<file path="src/rtl/trace_sched_if.sv">
// Tracer handshake and trace-buffer write port of trace_sched.
// master = scheduler side, slave = tracer / buffer side.
interface trace_sched_if;
    logic       trc_start;
    logic [9:0] trc_column;
    logic       trc_done;
    logic       trc_side;
    logic [7:0] trc_height;
    logic [9:0] buf_addr;
    logic       buf_we;
    logic       buf_side;
    logic [7:0] buf_height;

    modport master (
        output trc_start, trc_column, buf_addr, buf_we, buf_side, buf_height,
        input  trc_done, trc_side, trc_height
    );
    modport slave (
        input  trc_start, trc_column, buf_addr, buf_we, buf_side, buf_height,
        output trc_done, trc_side, trc_height
    );
endinterface

</file>
<file path="src/rtl/trace_sched.sv">
// Per-frame column trace scheduler: issues one tracer request per column during vblank and
// drains results into the trace buffer around render reads. Option: TRACE_OVERRUN_COUNT_EN.
module trace_sched #(
    parameter int SCREEN_WIDTH = 640,
    parameter int FIFO_DEPTH   = 2
) (
    input  logic          clk,
    input  logic          reset,
    input  logic          vblank,
    input  logic          visible,
    input  logic [9:0]    h,
    trace_sched_if.master bus,
    output logic          frame_done,
    output logic          overrun
`ifdef TRACE_OVERRUN_COUNT_EN
    ,
    output logic [7:0]    overrun_count
`endif
);
    localparam int              PW       = (FIFO_DEPTH > 1) ? $clog2(FIFO_DEPTH) : 1;
    localparam int              CW       = $clog2(FIFO_DEPTH + 1);
    localparam logic [9:0]      LAST_COL = 10'(SCREEN_WIDTH - 1);
    localparam logic [PW-1:0]   LAST_PTR = PW'(FIFO_DEPTH - 1);
    localparam logic [CW-1:0]   FULL_CNT = CW'(FIFO_DEPTH);

    typedef enum logic [2:0] {IDLE, START, WAIT, DRAIN, DONE} state_t;
    state_t r_state, w_state_nxt;

    logic          r_vblank_d;
    logic [9:0]    r_col;
    logic          r_trc_start;
    logic          r_buf_we;
    logic          r_buf_side;
    logic [7:0]    r_buf_height;
    logic [9:0]    r_wr_col;
    logic          r_frame_done;
    logic          r_overrun;

    logic [9:0]    r_fifo_col  [FIFO_DEPTH];
    logic          r_fifo_side [FIFO_DEPTH];
    logic [7:0]    r_fifo_ht   [FIFO_DEPTH];
    logic [PW-1:0] r_rd_ptr, r_wr_ptr;
    logic [CW-1:0] r_count;

    logic w_rise, w_fall, w_empty, w_full;
    logic w_start, w_push, w_pop, w_abort, w_load, w_col_inc, w_set_done;

    assign w_rise  = vblank & ~r_vblank_d;
    assign w_fall  = ~vblank & r_vblank_d;
    assign w_empty = (r_count == '0);
    assign w_full  = (r_count == FULL_CNT);
    // visible is sampled here; the write it permits is presented in the following cycle
    assign w_pop   = ~w_empty & ~visible & ~w_abort;

    always_ff @(posedge clk or negedge reset) begin
        if (!reset) r_state <= IDLE;
        else        r_state <= w_state_nxt;
    end

    always_comb begin
        w_state_nxt = r_state;
        w_start     = 1'b0;
        w_push      = 1'b0;
        w_abort     = 1'b0;
        w_load      = 1'b0;
        w_col_inc   = 1'b0;
        w_set_done  = 1'b0;
        if (w_fall && (r_state == START || r_state == WAIT || r_state == DRAIN)) begin
            w_abort     = 1'b1;
            w_state_nxt = IDLE;
        end else begin
            case (r_state)
                IDLE, DONE: if (w_rise) begin
                    w_load      = 1'b1;
                    w_state_nxt = START;
                end
                START: if (!w_full) begin
                    w_start     = 1'b1;
                    w_state_nxt = WAIT;
                end
                WAIT: if (bus.trc_done) begin
                    w_push = 1'b1;
                    if (r_col == LAST_COL) begin
                        w_state_nxt = DRAIN;
                    end else begin
                        w_col_inc   = 1'b1;
                        w_state_nxt = START;
                    end
                end
                DRAIN: if (w_empty) begin
                    w_set_done  = 1'b1;
                    w_state_nxt = DONE;
                end
                default: w_state_nxt = IDLE;
            endcase
        end
    end

    always_ff @(posedge clk or negedge reset) begin
        if (!reset) begin
            // held high so a reset released mid-vblank is not mistaken for a rising edge
            r_vblank_d   <= 1'b1;
            r_col        <= '0;
            r_trc_start  <= 1'b0;
            r_buf_we     <= 1'b0;
            r_buf_side   <= 1'b0;
            r_buf_height <= '0;
            r_wr_col     <= '0;
            r_frame_done <= 1'b0;
            r_overrun    <= 1'b0;
            r_rd_ptr     <= '0;
            r_wr_ptr     <= '0;
            r_count      <= '0;
        end else begin
            r_vblank_d  <= vblank;
            r_trc_start <= w_start;
            r_buf_we    <= w_pop;
            if (w_pop) begin
                r_wr_col     <= r_fifo_col[r_rd_ptr];
                r_buf_side   <= r_fifo_side[r_rd_ptr];
                r_buf_height <= r_fifo_ht[r_rd_ptr];
                r_rd_ptr     <= (r_rd_ptr == LAST_PTR) ? '0 : r_rd_ptr + PW'(1);
            end
            if (w_push)
                r_wr_ptr <= (r_wr_ptr == LAST_PTR) ? '0 : r_wr_ptr + PW'(1);
            if (w_abort) begin
                r_rd_ptr  <= '0;
                r_wr_ptr  <= '0;
                r_count   <= '0;
                r_overrun <= 1'b1;
            end else if (w_push && !w_pop) begin
                r_count <= r_count + CW'(1);
            end else if (!w_push && w_pop) begin
                r_count <= r_count - CW'(1);
            end
            if (w_load) begin
                r_col        <= '0;
                r_frame_done <= 1'b0;
                r_overrun    <= 1'b0;
            end else if (w_col_inc) begin
                r_col <= r_col + 10'd1;
            end
            if (w_set_done) r_frame_done <= 1'b1;
        end
    end

    always_ff @(posedge clk) begin
        if (w_push) begin
            r_fifo_col[r_wr_ptr]  <= r_col;
            r_fifo_side[r_wr_ptr] <= bus.trc_side;
            r_fifo_ht[r_wr_ptr]   <= bus.trc_height;
        end
    end

`ifdef TRACE_OVERRUN_COUNT_EN
    logic [7:0] r_ovr_cnt;
    always_ff @(posedge clk or negedge reset) begin
        if (!reset)                             r_ovr_cnt <= '0;
        else if (w_abort && r_ovr_cnt != 8'hFF) r_ovr_cnt <= r_ovr_cnt + 8'd1;
    end
    assign overrun_count = r_ovr_cnt;
`endif

    // render reads own the address bus; otherwise show the write in flight, then the head
    always_comb begin
        bus.buf_addr = r_col;
        if (visible)       bus.buf_addr = h;
        else if (r_buf_we) bus.buf_addr = r_wr_col;
        else if (!w_empty) bus.buf_addr = r_fifo_col[r_rd_ptr];
    end

    assign bus.trc_start  = r_trc_start;
    assign bus.trc_column = r_col;
    assign bus.buf_we     = r_buf_we;
    assign bus.buf_side   = r_buf_side;
    assign bus.buf_height = r_buf_height;
    assign frame_done     = r_frame_done;
    assign overrun        = r_overrun;
endmodule

</file>
<file path="src/flat_wrapper.sv">
// flat-port wrapper written by rule: the top's interface ports become plain ports
module trace_sched_flat 
#(
    parameter int SCREEN_WIDTH = 640,
    parameter int FIFO_DEPTH   = 2
)
  (clk, reset, vblank, visible, h, frame_done, overrun, bus_trc_start, bus_trc_column, bus_buf_addr, bus_buf_we, bus_buf_side, bus_buf_height, bus_trc_done, bus_trc_side, bus_trc_height);
  trace_sched_if bus_i ();
  input  logic clk;
  input  logic reset;
  input  logic vblank;
  input  logic visible;
  input  logic [9:0] h;
  output logic frame_done;
  output logic overrun;
  output wire logic [$bits(bus_i.trc_start)-1:0] bus_trc_start;
  output wire logic [$bits(bus_i.trc_column)-1:0] bus_trc_column;
  output wire logic [$bits(bus_i.buf_addr)-1:0] bus_buf_addr;
  output wire logic [$bits(bus_i.buf_we)-1:0] bus_buf_we;
  output wire logic [$bits(bus_i.buf_side)-1:0] bus_buf_side;
  output wire logic [$bits(bus_i.buf_height)-1:0] bus_buf_height;
  input wire logic [$bits(bus_i.trc_done)-1:0] bus_trc_done;
  input wire logic [$bits(bus_i.trc_side)-1:0] bus_trc_side;
  input wire logic [$bits(bus_i.trc_height)-1:0] bus_trc_height;
  assign bus_trc_start = bus_i.trc_start;
  assign bus_trc_column = bus_i.trc_column;
  assign bus_buf_addr = bus_i.buf_addr;
  assign bus_buf_we = bus_i.buf_we;
  assign bus_buf_side = bus_i.buf_side;
  assign bus_buf_height = bus_i.buf_height;
  assign bus_i.trc_done = bus_trc_done;
  assign bus_i.trc_side = bus_trc_side;
  assign bus_i.trc_height = bus_trc_height;
  trace_sched #(.SCREEN_WIDTH(SCREEN_WIDTH), .FIFO_DEPTH(FIFO_DEPTH)) u_core (.clk(clk), .reset(reset), .vblank(vblank), .visible(visible), .h(h), .bus(bus_i), .frame_done(frame_done), .overrun(overrun));
endmodule
</file>
<file path="config.mk">
export PLATFORM = sky130hd
export DESIGN_NAME = trace_sched_flat
export DESIGN_NICKNAME = d
export VERILOG_FILES = /design/src/rtl/trace_sched_if.sv /design/src/rtl/trace_sched.sv /design/src/flat_wrapper.sv
export SDC_FILE = /design/constraint.sdc
export NUM_CORES = 1
export LEC_CHECK = 0
export CAP_MARGIN = 5
export CORE_MARGIN = 2
export CORE_UTILIZATION = 50
export DETAILED_ROUTE_END_ITERATION = 10
export GPL_ROUTABILITY_DRIVEN = 0
export PLACE_DENSITY = 0.75
export SYNTH_ARGS = -nofsm -noshare
export SYNTH_HDL_FRONTEND = slang
export SYNTH_SLANG_ARGS = --single-unit
</file>
<file path="constraint.sdc">
create_clock -name clk -period 6.3 [get_ports clk]
set_clock_uncertainty 0.15 [all_clocks]
set_input_delay 1.26 -clock clk [delete_from_list [all_inputs] [get_ports clk]]
set_output_delay 1.26 -clock clk [all_outputs]
set_load 0.05 [all_outputs]
</file>
Word-level counts from Yosys, hierarchy flattened:

Memories as Yosys holds them, arrays and structs flattened. A register that Yosys moved wholly into a read port is not among the register bits.
Index checks and enable logic that the tools add are counted.

* output and inout bits: 33
* register bits: 32
* word-level logic and storage cells: 101
* bits in writable memories: 38
* memories: 3
* input port bits: 24

Memory list
* u_core.r_fifo_col: words 2, bits a word 10, rd ports 1, clocked after Yosys merged registers in 0, wr ports 1, RTL line trace_sched.sv:39 `logic [9:0] r_fifo_col [FIFO_DEPTH];`
* u_core.r_fifo_ht: words 2, bits a word 8, rd ports 1, clocked after Yosys merged registers in 1, wr ports 1, RTL line trace_sched.sv:41 `logic [7:0] r_fifo_ht [FIFO_DEPTH];`
* u_core.r_fifo_side: words 2, bits a word 1, rd ports 1, clocked after Yosys merged registers in 1, wr ports 1, RTL line trace_sched.sv:40 `logic r_fifo_side [FIFO_DEPTH];`

* muxes and demuxes: 44
* bitwise operators: 9
* $add $sub $neg: 5
* eq/ne operators: 10
* reduce and logical (&&, ||, !) cells: 19

Operator list (number)
* $mux 10: 5
* $mux 1: 29
* $mux 3: 5
* $pmux 3 s4: 1
* $add 10x1->10 const B: 1
* $eq 10x10->1 const B: 1
* $reduce_bool 2->1: 5
* $mux 2: 4
* $eq 3x2->1 const B: 2
* $ne 3x3->1 const B: 2
* $not 1->1: 5
* $and 1x1->1: 4
* $logic_not 1->1: 4
* $reduce_and 4->1: 1
* $eq 3x1->1 const B: 1
* $eq 3x3->1 const B: 1
* $logic_and 1x1->1: 3
* $logic_not 3->1: 1
* $ne 3x1->1 const B: 1
* $ne 3x2->1 const B: 1
* $reduce_bool 3->1: 1
* $add 1x1->1 const B: 2
* $add 2x1->2 const B: 1
* $eq 2x2->1 const B: 1
* other kinds (4): 5

Logic depth before layout (Yosys ltp):

Gate-level depths: netlist of run 1.

* depth after elaboration: 11
* depth in mapped cells: 10
* mapped depth without buffers: 7

Worst setup path before layout of run 1:

No wires, ideal clock.

* kind: in2out
* from: input visible
* to: output bus_buf_addr[0]
* stages on the path: 2
* buffers on the path: 1
* path slack: 2.810 ns
* required time: 4.890 ns
* data arrival time: 2.080 ns
* cell sequence: clkbuf_1 > mux2_2

* longest elaborated chain between the ends: 1

RTL lines
* start: declaration: RTL line flat_wrapper.sv:12 `input logic visible;`
* $mux 10: RTL line trace_sched.sv:167 `if (visible) bus.buf_addr = h;`
* end: declaration: RTL line flat_wrapper.sv:18 `output wire logic [$bits(bus_i.buf_addr)-1:0] bus_buf_addr;`

Every way passes these cells.

Worst setup path after layout of run 1:

Ends and elaborated chain as after synthesis.

==> results of run 1 <==
==> power groups by stage <==
| stage | Clock, µW | Combinational [µW] | Sequential (µW) |
|---|---|---|---|
| after floorplan | 0 | 424 | 871 |
| after global placement | 0 | 745 | 759 |
| after detailed placement | 0 | 763 | 767 |
| after CTS | 363 | 766 | 756 |
| after global routing | 387 | 814 | 773 |
| final | 357 | 758 | 755 |
==> worst paths after layout <==
check / from / endpoint / slack, ps
hold reg to reg: u_core.frame_done / u_core.frame_done / 350
min in group asynchronous: reset / u_core.bus.trc_column[5] / 930
setup / recovery: visible / bus_buf_addr[0] / 1660
hold / removal: u_core.frame_done / u_core.frame_done / 350
setup reg to reg: u_core.r_state[0] / u_core.r_fifo_col[0][0] / 3740
max in group asynchronous: reset / u_core.r_rd_ptr / 4480
==> final cells by class <==
class | count | area [µm²]
Sequential cell | 79 | 2170
Timing Repair Buffer | 59 | 578
Inverter | 3 | 11.3
Clock buffer | 12 | 145
Clock inverter | 3 | 43.8
Tap cell | 96 | 120
Multi-Input combinational cell | 177 | 1260
Fill cell | 550 | 2500
==> cell usage after synthesis (2+ instances only) <==
cell       n  share of area, %
buf_2      5              0.71
mux2_2    31               9.9
nand2b_1   2              0.35
or4_1      4              0.85
inv_1      3              0.32
and4bb_2   2              0.71
buf_6      3              0.95
clkbuf_1   6              0.64
xor2_1     3              0.74
nor3_1     3              0.42
nand3_1    5              0.71
nor2_1    19               2.0
or2_2      3              0.53
nor3b_1    2              0.42
ha_1       2              0.71
o21ai_0   15               2.1
o211ai_1   3              0.64
nand4_1    4              0.71
nand2_1   21               2.2
edfxtp_1  38                32
and3_1     3              0.53
mux2i_1   22               6.2
or3_1      2              0.35
o31ai_1    4              0.85
dfrtp_1   40                28
a21oi_1   17               2.4
==> critical path, cell delays in order <==
cell and delay [ps]:
clkdlybuf4s50_1 860, mux2_2 400, clkdlybuf4s50_1 700
==> layer usage <==
metal	GRT usage, %	vias to the layer above	wire (µm)
met2	31.2	61	3390
met3	4.24	10	294
met4	6.89	0	89
met1	26.5	1155	3050
met5	0	-	0
li1	-	1112	-
==> sequential cells by signal, indices dropped and copies added (netlist names), 2 cells and up <==
name                   count
u_core.bus.buf_height      8
u_core.bus.trc_column     10
u_core.r_count             2
u_core.r_fifo_col         20
u_core.r_fifo_ht          16
u_core.r_fifo_side         2
u_core.r_state             3
u_core.r_wr_col           10
==> logic make-up (layout without fill, tap and decap cells) <==
family                     after synthesis  count (layout)  synth area share (%)
xor gates and xnor gates                 4               4                 0.989
and+or+nand+nor                         75              75                  11.0
AOI/OAI and AO/OA                       43              43                  6.78
buffers and inverters                   19              77                  3.28
adders and majority gates                2               2                 0.706
DFF                                     79              79                  61.2
muxes                                   53              53                  16.1
==> stage by stage <==
step	cell area (µm²)	worst slack, ps
after global placement	4140	1660
final	4330	1660
after floorplan	3540	2810
after CTS	4330	1630
after global routing	4330	1570
after detailed placement	4140	1640
==> flow_summary.yaml, run 1 <==
cts:
  cts_resized: 0
  post-cts-setup-buffer-count: 0
  clk_pin_slew_ps: 70
  htree_levels: 3
  cts_tree: "done"
  clock-sinks: 79
  numCtsBuffers: 9
  hold_buffers: 0
  insertion_delay_ps: 330
  cts.path.max_buffers: 2
  root_buffer: "clkbuf_8"
die:
  core.rowCount: 30
  dieWidth_um: 88.2
  dieArea_um2: 7770
  die_h_um: 88.2
  core_area_um2: 6830
  floorplan.initialDensity_pct: 51.8
  io_pins: 57
critical_path:
  cp.required_ps: 4890
  arrival_ps: 3230
  worstRegToRegCells: 3
  path_max_fanout: 11
  worstSetupStartpointType: "input port"
  crit_type: "input port to output pin"
  setup.worst_path.end_class: "output pin"
power_and_ir_drop:
  p_int_uw: 1150
  p_per_area_nw_per_um2: 432
  p_switching_uw: 716
  seqPwrFrac_pct: 40.4
  clock_power_share_pct: 19.1
  pwr-share-comb_pct: 40.5
  swShare_pct: 38.3
  ir_drop_v: 0.000215
  p_leak_uw: 0.00169
  power_uw: 1870
route:
  drtPass1Iterations: 4
  ant_nets: 0
  post_drt_via_cell_ratio: 5.45
  drt-total-wl_mm: 6.82
  avgRoutedWirePerCell_um: 15.9
  vias: 2338
  drt_iter0_drc: 170
  route.detailed.drc: 0
sta:
  layout_min_cycle_time_ps: 4640
  fin_crit_sh_pct: 73.6
  worst_slew_pin_slew_ps: 1090
  whs_ps: 345
  grt_setup_unrepaired: "false"
  fin_setup_tns_ps: 0
  slew_viol_final: 0
  slew_headroom_pct: 27.5
  hold_viol_final: 0
  finalSetupViolations: 0
  max_freq_mhz: 216
finish:
  final_nets: 355
  drive_gt1_share_pct: 17.1
  layout.cells.non_filler: 429
  layout_common_cells: "clkdlybuf4s50_1 (55), dfrtp_1 (40), edfxtp_1 (38), mux2_2 (31), mux2i_1 (22)"
  syn_to_final_growth_pct: 22.3
  final_common_cell: "clkdlybuf4s50_1"
  final_core_util_pct: 63.4
  num_antenna_cells: 0
grt:
  overflow: 0
  grt_start_max_net_pins: 42
  grt_usage_pct: 19.5
  grt_pass1_wl_mm: 11.2
  grt_antenna_before_repair: 0
  first_global_vias: 2230
synthesis:
  yosysUniqueCellTypes: 39
  avgSynthCellArea_um2: 12.9
  yosysSeqAreaShare_pct: 61.2
  netlist_area_um2: 3540
  ys.flop_type: "dfrtp_1"
  ys_ff_latch: 79
  synth-edff-count: 38
  synth_nets: 301
  syn_inst: 275
  yosys_warnings: 0
  async_flop_share_pct: 51.9
placed_design:
  dp_hpwl_mm: 4.52
  port_buffers: 56
  dp_cells: 414
job:
  drv_cap: 0
hold_path:
  hold_path_class: "flop to flop"
  whs_path_depth: 2
status:
  status: "finished clean"
No activity file was read; power rests on OpenSTA's default activity.
==> run 2: changes to the inputs <==
==> constraint.sdc (replaced) <==
create_clock -name clk -period 4.7 [get_ports clk]
set_clock_uncertainty 0.15 [all_clocks]
set_input_delay 0.94 -clock clk [delete_from_list [all_inputs] [get_ports clk]]
set_output_delay 0.94 -clock clk [all_outputs]
set_load 0.05 [all_outputs]
==> flow_summary.yaml, run 2 (synthesis results as in run 1) <==
status:
  status: "finished clean"
cts:
  numCtsBuffers: 9
  cts_resized: 0
  root_buffer: "clkbuf_8"
  cts_tree: "done"
  post-cts-setup-buffer-count: 0
  clock-sinks: 79
  insertion_delay_ps: 340
  hold_buffers: 0
  clk_pin_slew_ps: 80
  cts.path.max_buffers: 2
  htree_levels: 3
grt:
  grt_pass1_wl_mm: 11.4
  grt_antenna_before_repair: 0
  grt_start_max_net_pins: 42
  first_global_vias: 2335
  overflow: 0
  grt_usage_pct: 19.8
die:
  dieArea_um2: 7770
  io_pins: 57
  floorplan.initialDensity_pct: 51.8
  die_h_um: 88.2
  core.rowCount: 30
  dieWidth_um: 88.2
  core_area_um2: 6830
critical_path:
  setup.worst_path.end_class: "output pin"
  crit_type: "flop to output pin"
  cp.required_ps: 3610
  crit_path_cell_trace: "buf_4 > mux2_2 > mux2i_1 > o21ai_0 > mux2_2 > clkdlybuf4s50_1"
  worstSetupStartpointType: "flop"
  max_stage_delay_ps: 700
  arrival_ps: 2950
  critPathTopFamily: "buffers and inverters"
  cp_common_cell: "mux2_2"
  path_buf_inv: 2
  critPathSlowestCell: "clkdlybuf4s50_1"
  path_max_fanout: 11
route:
  vias: 2350
  route.detailed.drc: 0
  drt_iter0_drc: 146
  drt-total-wl_mm: 7.00
  avgRoutedWirePerCell_um: 16.3
  ant_nets: 0
  post_drt_via_cell_ratio: 5.45
  drtPass1Iterations: 4
power_and_ir_drop:
  seqPwrFrac_pct: 40.1
  ir_drop_v: 0.000268
  p_leak_uw: 0.00171
  power_uw: 2530
  pwr-share-comb_pct: 40.1
  swShare_pct: 38.5
  p_int_uw: 1560
  clock_power_share_pct: 19.9
  p_per_area_nw_per_um2: 582
  p_switching_uw: 974
sta:
  grt_setup_unrepaired: "false"
  hold_viol_final: 0
  finalSetupViolations: 0
  layout_min_cycle_time_ps: 4040
  max_freq_mhz: 247
  slew_viol_final: 0
  slew_headroom_pct: 36.4
  fin_crit_sh_pct: 86.0
  setup_slack_ps: 659
  fin_setup_tns_ps: 0
  worst_slew_pin_slew_ps: 955
finish:
  largest_reg_flops: 20
  num_antenna_cells: 0
  syn_to_final_growth_pct: 22.7
  layout_common_cells: "clkdlybuf4s50_1 (55), dfrtp_1 (40), edfxtp_1 (38), mux2_2 (31), mux2i_1 (22)"
  final_nets: 356
  largest-register: "u_core.r_fifo_col"
  final_common_cell: "clkdlybuf4s50_1"
  largestRegisters: "u_core.r_fifo_col: 20 flops, u_core.r_fifo_ht: 16 flops"
  drive_gt1_share_pct: 17.6
placed_design:
  port_buffers: 56
  dp_hpwl_mm: 4.61
  place_ws_ps: 675
job:
  drv_cap: 0
hold_path:
  hold_path_class: "flop to flop"
==> run 2: changes by cell type in the layout (fill, tap and decap cells not counted) <==
| cell | before | now |
|---|---|---|
| buf_4 | 3 | 4 |
| clkinv_2 | 1 | 2 |
| clkbuf_8 | 10 | 11 |
| clkinv_4 | 1 | 0 |
| clkinv_1 | 0 | 1 |
| clkbuf_1 | 2 | 1 |
==> run 2: path summary, 6_finish.rpt <==
| kind | startpoint | endpoint | slack, ps | cells past startpoint |
|---|---|---|---|---|
| setup / recovery | u_core.r_rd_ptr | bus_buf_addr[8] | 660 | 6 |
| hold / removal | u_core.frame_done | u_core.frame_done | 360 | 2 |
| setup reg to reg | u_core.r_state[1] | u_core.r_count[1] | 2320 | 6 |
| hold reg to reg | u_core.frame_done | u_core.frame_done | 360 | 2 |
| max in group asynchronous | reset | u_core.bus.trc_column[4] | 3210 | 1 |
| min in group asynchronous | reset | u_core.frame_done | 600 | 1 |
==> run 2: per-layer routing <==
layer | up-vias | GRT usage (%) | part of all wire (%)
li1 | 1113 | - | -
met1 | 1157 | 25.8 | 44
met2 | 69 | 32.4 | 49
met3 | 11 | 4.34 | 4.5
met4 | 0 | 7.85 | 1.7
met5 | - | 0 | 0
==> run 2: per-stage QoR <==
step                hold slack [ps]  utilization [%]  cells  area (µm²)
CTS                             359             63.6    431        4350
detailed placement              330             60.7    415        4150
floorplan                       331                -    275        3540
finish                          356             63.6    431        4350
global route                    371             63.6    431        4350
global placement                331             60.7    415        4150
==> run 2: power groups by stage <==
stage	sequential (µW)	clock (µW)	combinational [µW]
2_1_floorplan	1170	0	564
3_3_place_gp	1020	0	996
3_5_place_dp	1030	0	1020
4_1_cts	1010	510	1020
5_1_grt	1040	542	1090
6_report	1010	503	1010
==> run 2: worst reg2reg max path, delay by kind of cell, from the launching register on <==
kind	cells	cell delay, ps
AOI/OAI and AO/OA	1	140
DFF	1	480
buffers and inverters	1	160
and+or+nand+nor	3	1050
adders and majority gates	1	340
==> run 2: layout make-up <==
| type | instances | area, µm² |
|---|---|---|
| clock buffers | 12 | 155 |
| clock inverters | 4 | 43.8 |
| fillers | 543 | 2480 |
| inverters | 3 | 11.3 |
| multi-input cells | 177 | 1260 |
| flip-flops and latches | 79 | 2170 |
| well taps | 96 | 120 |
| repair buffers | 60 | 586 |
==> run 3: changes to the inputs <==
--- a/config.mk
+++ b/config.mk
@@ -11,6 +11,7 @@
 export DETAILED_ROUTE_END_ITERATION = 10
 export GPL_ROUTABILITY_DRIVEN = 0
 export PLACE_DENSITY = 0.75
+export SKIP_LAST_GASP = 1
 export SYNTH_ARGS = -nofsm -noshare
 export SYNTH_HDL_FRONTEND = slang
 export SYNTH_SLANG_ARGS = --single-unit
==> results of run 3 <==
No change in the layout: final DEF, timing and power equal those of run 2.
